$ cat config.mk
export PLATFORM = sky130hd
export DESIGN_NAME = mux_arb_n
export DESIGN_NICKNAME = d
export VERILOG_FILES = /design/src/rtl/mux_arb_n.sv
export SDC_FILE = /design/constraint.sdc
export NUM_CORES = 1
export LEC_CHECK = 0
export ABC_AREA = 1
export BUFFER_PORTS_ARGS = -buffer_cell sky130_fd_sc_hd__buf_2
export CORE_ASPECT_RATIO = 0.8
export CORE_UTILIZATION = 41
export DETAILED_ROUTE_END_ITERATION = 8
export MAX_ROUTING_LAYER = met4
export PLACE_DENSITY = 0.8
export SLEW_MARGIN = 20
export SYNTH_ARGS = -nofsm -noshare
export SYNTH_HDL_FRONTEND = slang
export SYNTH_SLANG_ARGS = --single-unit
$ cat constraint.sdc
create_clock -name clk -period 3.3 [get_ports clk]
set_input_delay 0.495 -clock clk [delete_from_list [all_inputs] [get_ports clk]]
set_output_delay 0.495 -clock clk [all_outputs]
set_load 0.005 [all_outputs]
$ cat src/rtl/mux_arb_n.sv
// ============================================================================
// mux_arb_n : registered N-way W-bit mux with valid/ready on every channel,
//             direct-select or round-robin grant, one-entry output register.
// Revision  : 1.0 - initial release
// ============================================================================
`default_nettype none

module mux_arb_n #(
  parameter  int WIDTH    = 16,
  parameter  int CHANNELS = 8,
  localparam int SEL_W    = $clog2(CHANNELS)
) (
  input  logic                      clk,
  input  logic                      rst_n,
  input  logic [CHANNELS*WIDTH-1:0] in_data,
  input  logic [CHANNELS-1:0]       in_valid,
  output logic [CHANNELS-1:0]       in_ready,
  input  logic                      mode,
  input  logic [SEL_W-1:0]          sel,
  output logic [WIDTH-1:0]          out_data,
  output logic [SEL_W-1:0]          out_chan,
  output logic                      out_valid,
  input  logic                      out_ready
);

  logic [WIDTH-1:0] r_data;
  logic [SEL_W-1:0] r_chan;
  logic             r_valid;
  logic [SEL_W-1:0] r_rr_last;

  logic             w_load_en;
  logic             w_dir_valid;
  logic             w_rr_valid;
  logic [SEL_W-1:0] w_rr_gnt;
  logic             w_gnt_valid;
  logic [SEL_W-1:0] w_gnt;
  logic [WIDTH-1:0] w_gnt_data;

  assign w_load_en = !r_valid || out_ready;

  // Out-of-range sel simply never matches a channel index, so it yields no grant.
  always_comb begin
    w_dir_valid = 1'b0;
    for (int i = 0; i < CHANNELS; i++) begin
      if (sel == SEL_W'(i) && in_valid[i]) w_dir_valid = 1'b1;
    end
  end

  // Search starts one past the last winner and wraps modulo CHANNELS.
  always_comb begin
    w_rr_valid = 1'b0;
    w_rr_gnt   = '0;
    for (int k = 1; k <= CHANNELS; k++) begin
      if (!w_rr_valid && in_valid[(int'(r_rr_last) + k) % CHANNELS]) begin
        w_rr_valid = 1'b1;
        w_rr_gnt   = SEL_W'((int'(r_rr_last) + k) % CHANNELS);
      end
    end
  end

  always_comb begin
    w_gnt_valid = mode ? w_rr_valid : w_dir_valid;
    w_gnt       = mode ? w_rr_gnt   : sel;
  end

  always_comb begin
    w_gnt_data = '0;
    for (int i = 0; i < CHANNELS; i++) begin
      if (w_gnt == SEL_W'(i)) w_gnt_data = in_data[i*WIDTH +: WIDTH];
    end
  end

  // Gated by rst_n so no channel is accepted while reset is being held.
  always_comb begin
    in_ready = '0;
    for (int i = 0; i < CHANNELS; i++) begin
      in_ready[i] = rst_n && w_load_en && w_gnt_valid && (w_gnt == SEL_W'(i));
    end
  end

  always_ff @(posedge clk) begin
    if (!rst_n) begin
      r_valid   <= 1'b0;
      r_data    <= '0;
      r_chan    <= '0;
      r_rr_last <= SEL_W'(CHANNELS - 1);
    end else if (w_load_en) begin
      if (w_gnt_valid) begin
        r_valid <= 1'b1;
        r_data  <= w_gnt_data;
        r_chan  <= w_gnt;
        if (mode) r_rr_last <= w_gnt;
      end else begin
        r_valid <= 1'b0;
      end
    end
  end

  assign out_data  = r_data;
  assign out_chan  = r_chan;
  assign out_valid = r_valid;

endmodule

`default_nettype wire

==> metrics.yaml <==
status: "complete, no violations"
fin_cells: 803
cp_slowest_stage_delay_ns: 0.37
ioPinCount: 171
arrival_ns: 2.77
cts_tree: "yes"
dp_hpwl_um: 10120
path_buf_inv: 4
p_int_uw: 1096
synth_cell_types: 38
cpMostUsedCell: "nand3_2"
via_count: 4409
rsz0062_at_grt: "yes"
synth_edf_count: 0
viasPerCell: 5.491
yosysWarnings: 0
slew_viol_final: 0
worstSkewPairLatency_ns: 0.27
crit_required_ns: 2.80
die_x_um: 98.66
fillers: 669
hold_class: "input port to flip-flop"
cts_buffers: 3
port_buffers: 170
layout.nets: 862
post-route-util: 0.6305
cellPowerDensity_nw_per_um2: 513.7
clock_skew_ns: 0.003185
worst_pin_slew_ns: 0.6846
total_power_uw: 2287
ctsLongestPathBuffers: 2
clock.fmax_mhz: 306.3
finalSetupViolCount: 0
path_delay_family: "simple AND/OR/NAND/NOR gates"
routed-wl-met2_um: 5901
cts.sinks: 23
final.min_clock_period_ns: 3.265
num_rows: 27
ys_async_sr_fraction: 0
synth_top_flop_cell: "dfxtp_1"
worstSetupStartpointType: "flip-flop"
start_util: 0.4340
comb_power_share: 0.748
area_delta_synth_final_pct: 45.28
dieHeight_um: 79.33
syn_inst: 531
seq_area_um2: 464.2
routedWlPerCell_um: 16.12
antenna_found_initial: 0
p_sw_uw: 1191
syn_avg_cell_area_um2: 5.771
relSlewSlack: 0.5408
yosysSeqAreaShare: 0.1503
finalWeightedCongestion: 1.022
p_seq_frac: 0.172
crit_chain: "inv_4 -> ha_4 -> inv_6 -> nand3_2 -> nand3_2 -> nand2_4 -> nor2_8 -> nand4_4 -> nor2_4 -> nand3_2 -> nand3_2 -> nand3_2 -> nand2_4 -> inv_6 -> nor2_2 -> nand2_2 -> nor2_1 -> buf_2"
drt-met1-wl_um: 5691
grt_pass1_wl_um: 18990
switching_share: 0.5209
cts.clk_slew.worst_paths_ns: 0.09
reg2reg_slack_ns: 0.17
clkPwrFrac: 0.080
dr_wl_met3_um: 1115
dieArea_um2: 7826
hold_violations: 0
insertedDiodeCount: 0
multi_input_area_um2: 2367
fin_crit_sh: 0.9894
grt.total_usage: 0.3181
vdd_drop_max_mv: 0.2691
grt_pass1_vias: 3810
drive_gt1_frac: 0.4078
syn_nets: 676
cpMaxStageDelayCell: "dfxtp_2"
layout_commonest_cell: "buf_2"
drt_first_pass_iters: 5
final_cell_mix: "buf_2 (170), nand2_1 (129), inv_1 (58), nand3_1 (56), nor2_1 (54)"
drc: 0
crit_path_end_kind: "primary output"
top_layer: "met4"
overflow: 0
synth-seq-cells: 23
critPathKind: "flip-flop to primary output"
drv_cap: 0
drtIter0Drc: 305
htreeDepth: 1
wl_um: 12950
leakage_uw: 0.002349
cts-root-buf: "clkbuf_8"
dp.cells: 780
grt_start_max_net_pins: 49
synth_area_um2: 3064
cp_max_fo: 15
ant_nets: 0
design.core.area_um2: 7061
[metal layers]
| metal | vias to the layer above | track usage |
|---|---|---|
| li1 | 2146 | - |
| met1 | 2007 | 0.4474 |
| met2 | 238 | 0.4901 |
| met3 | 18 | 0.03081 |
| met4 | 0 | 0.07761 |
| met5 | - | - |
[worst reg2reg max path: cells and delay by family, from the launching register on]
family | cells | cell delay [ns]
and+or+nand+nor | 17 | 1.92
buffers and inverters | 5 | 0.69
DFF | 1 | 0.34
AOI/OAI and AO/OA | 1 | 0.12
[cells by family (layout without fill, tap and decap cells)]
family,Yosys count,after routing,share of synthesized area
flip-flops,23,23,0.1503
buffers and inverters,94,277,0.1503
AO/OA/AOI/OAI,65,65,0.1249
AND/OR/NAND/NOR,344,346,0.5529
XOR/XNOR,3,3,0.01348
adder cells (fa/ha/maj),2,2,0.008165
[per-stage QoR]
step | hold WS, ns | area [um2] | setup slack [ns] | setup TNS, ns
floorplan | 0.4618 | 3064 | 0.1498 | 0
global placement | 0.4639 | 3989 | 0.05050 | 0
detailed placement | 0.4670 | 3989 | -0.01357 | -0.01357
CTS | 0.4751 | 4217 | 0.01338 | 0
global route | 0.4984 | 4452 | -0.1404 | -0.7225
finish | 0.4764 | 4452 | 0.03512 | 0
[final timing paths]
| kind | endpoint | from | cells past startpoint |
|---|---|---|---|
| max | in_ready[5] | r_rr_last[1] | 18 |
| min | out_valid | out_ready | 4 |
| min reg2reg | out_data[7] | out_data[7] | 2 |
| max reg2reg | out_data[9] | r_rr_last[0] | 23 |
[cells in the mapped netlist (2+ instances only)]
| master | instances | area (um2) |
|---|---|---|
| nor2_4 | 4 | 45.04 |
| nand2_2 | 5 | 31.28 |
| ha_1 | 2 | 25.02 |
| buf_2 | 9 | 45.04 |
| o21ai_1 | 10 | 50.05 |
| buf_6 | 11 | 123.9 |
| nand4_1 | 49 | 306.5 |
| a21oi_1 | 29 | 145.1 |
| nor2_1 | 55 | 206.5 |
| nand2_4 | 3 | 33.78 |
| buf_4 | 3 | 22.52 |
| nor3_4 | 2 | 32.53 |
| nor2_2 | 2 | 12.51 |
| a21oi_2 | 9 | 78.83 |
| inv_2 | 6 | 22.52 |
| nand3_2 | 6 | 60.06 |
| nand3_1 | 70 | 350.3 |
| nand2_1 | 140 | 525.5 |
| o211ai_1 | 2 | 15.01 |
| inv_1 | 58 | 217.7 |
| o21ai_0 | 11 | 55.05 |
| nor4_1 | 3 | 18.77 |
| clkbuf_1 | 5 | 18.77 |
| dfxtp_1 | 23 | 460.4 |
[cell type report]
cell class,count,share of cell area
repair buffers,207,0.2701
well taps,87,0.02445
flip-flops and latches,23,0.1043
clock buffers,3,0.009275
inverters,66,0.05902
multi-input cells,416,0.5318
clock inverters,1,0.001124
[power groups by stage]
stage	clock [uW]	sequential, uW	combinational [uW]
after detailed placement	0	395	1440
after CTS	185	391	1550
after global routing	201	400	1860
after floorplan	0	390	1020
after global placement	0	395	1430
final	184	393	1710
[repair_timing]
action | CTS | global route
hold buffers | 0 | 0
resized for setup | 21 | 34
buffers inserted | 6 | 10
endpoints found under the setup margin | 8 | 23
pin swaps | 2 | 12
cloned | 2 | 1
[sequential cells by signal, summed over array words and instances (netlist names)]
signal and cells:
out_chan 3, r_rr_last 3, out_data 16, out_valid 1
Note: power is estimated with default switching activity, not from simulation.
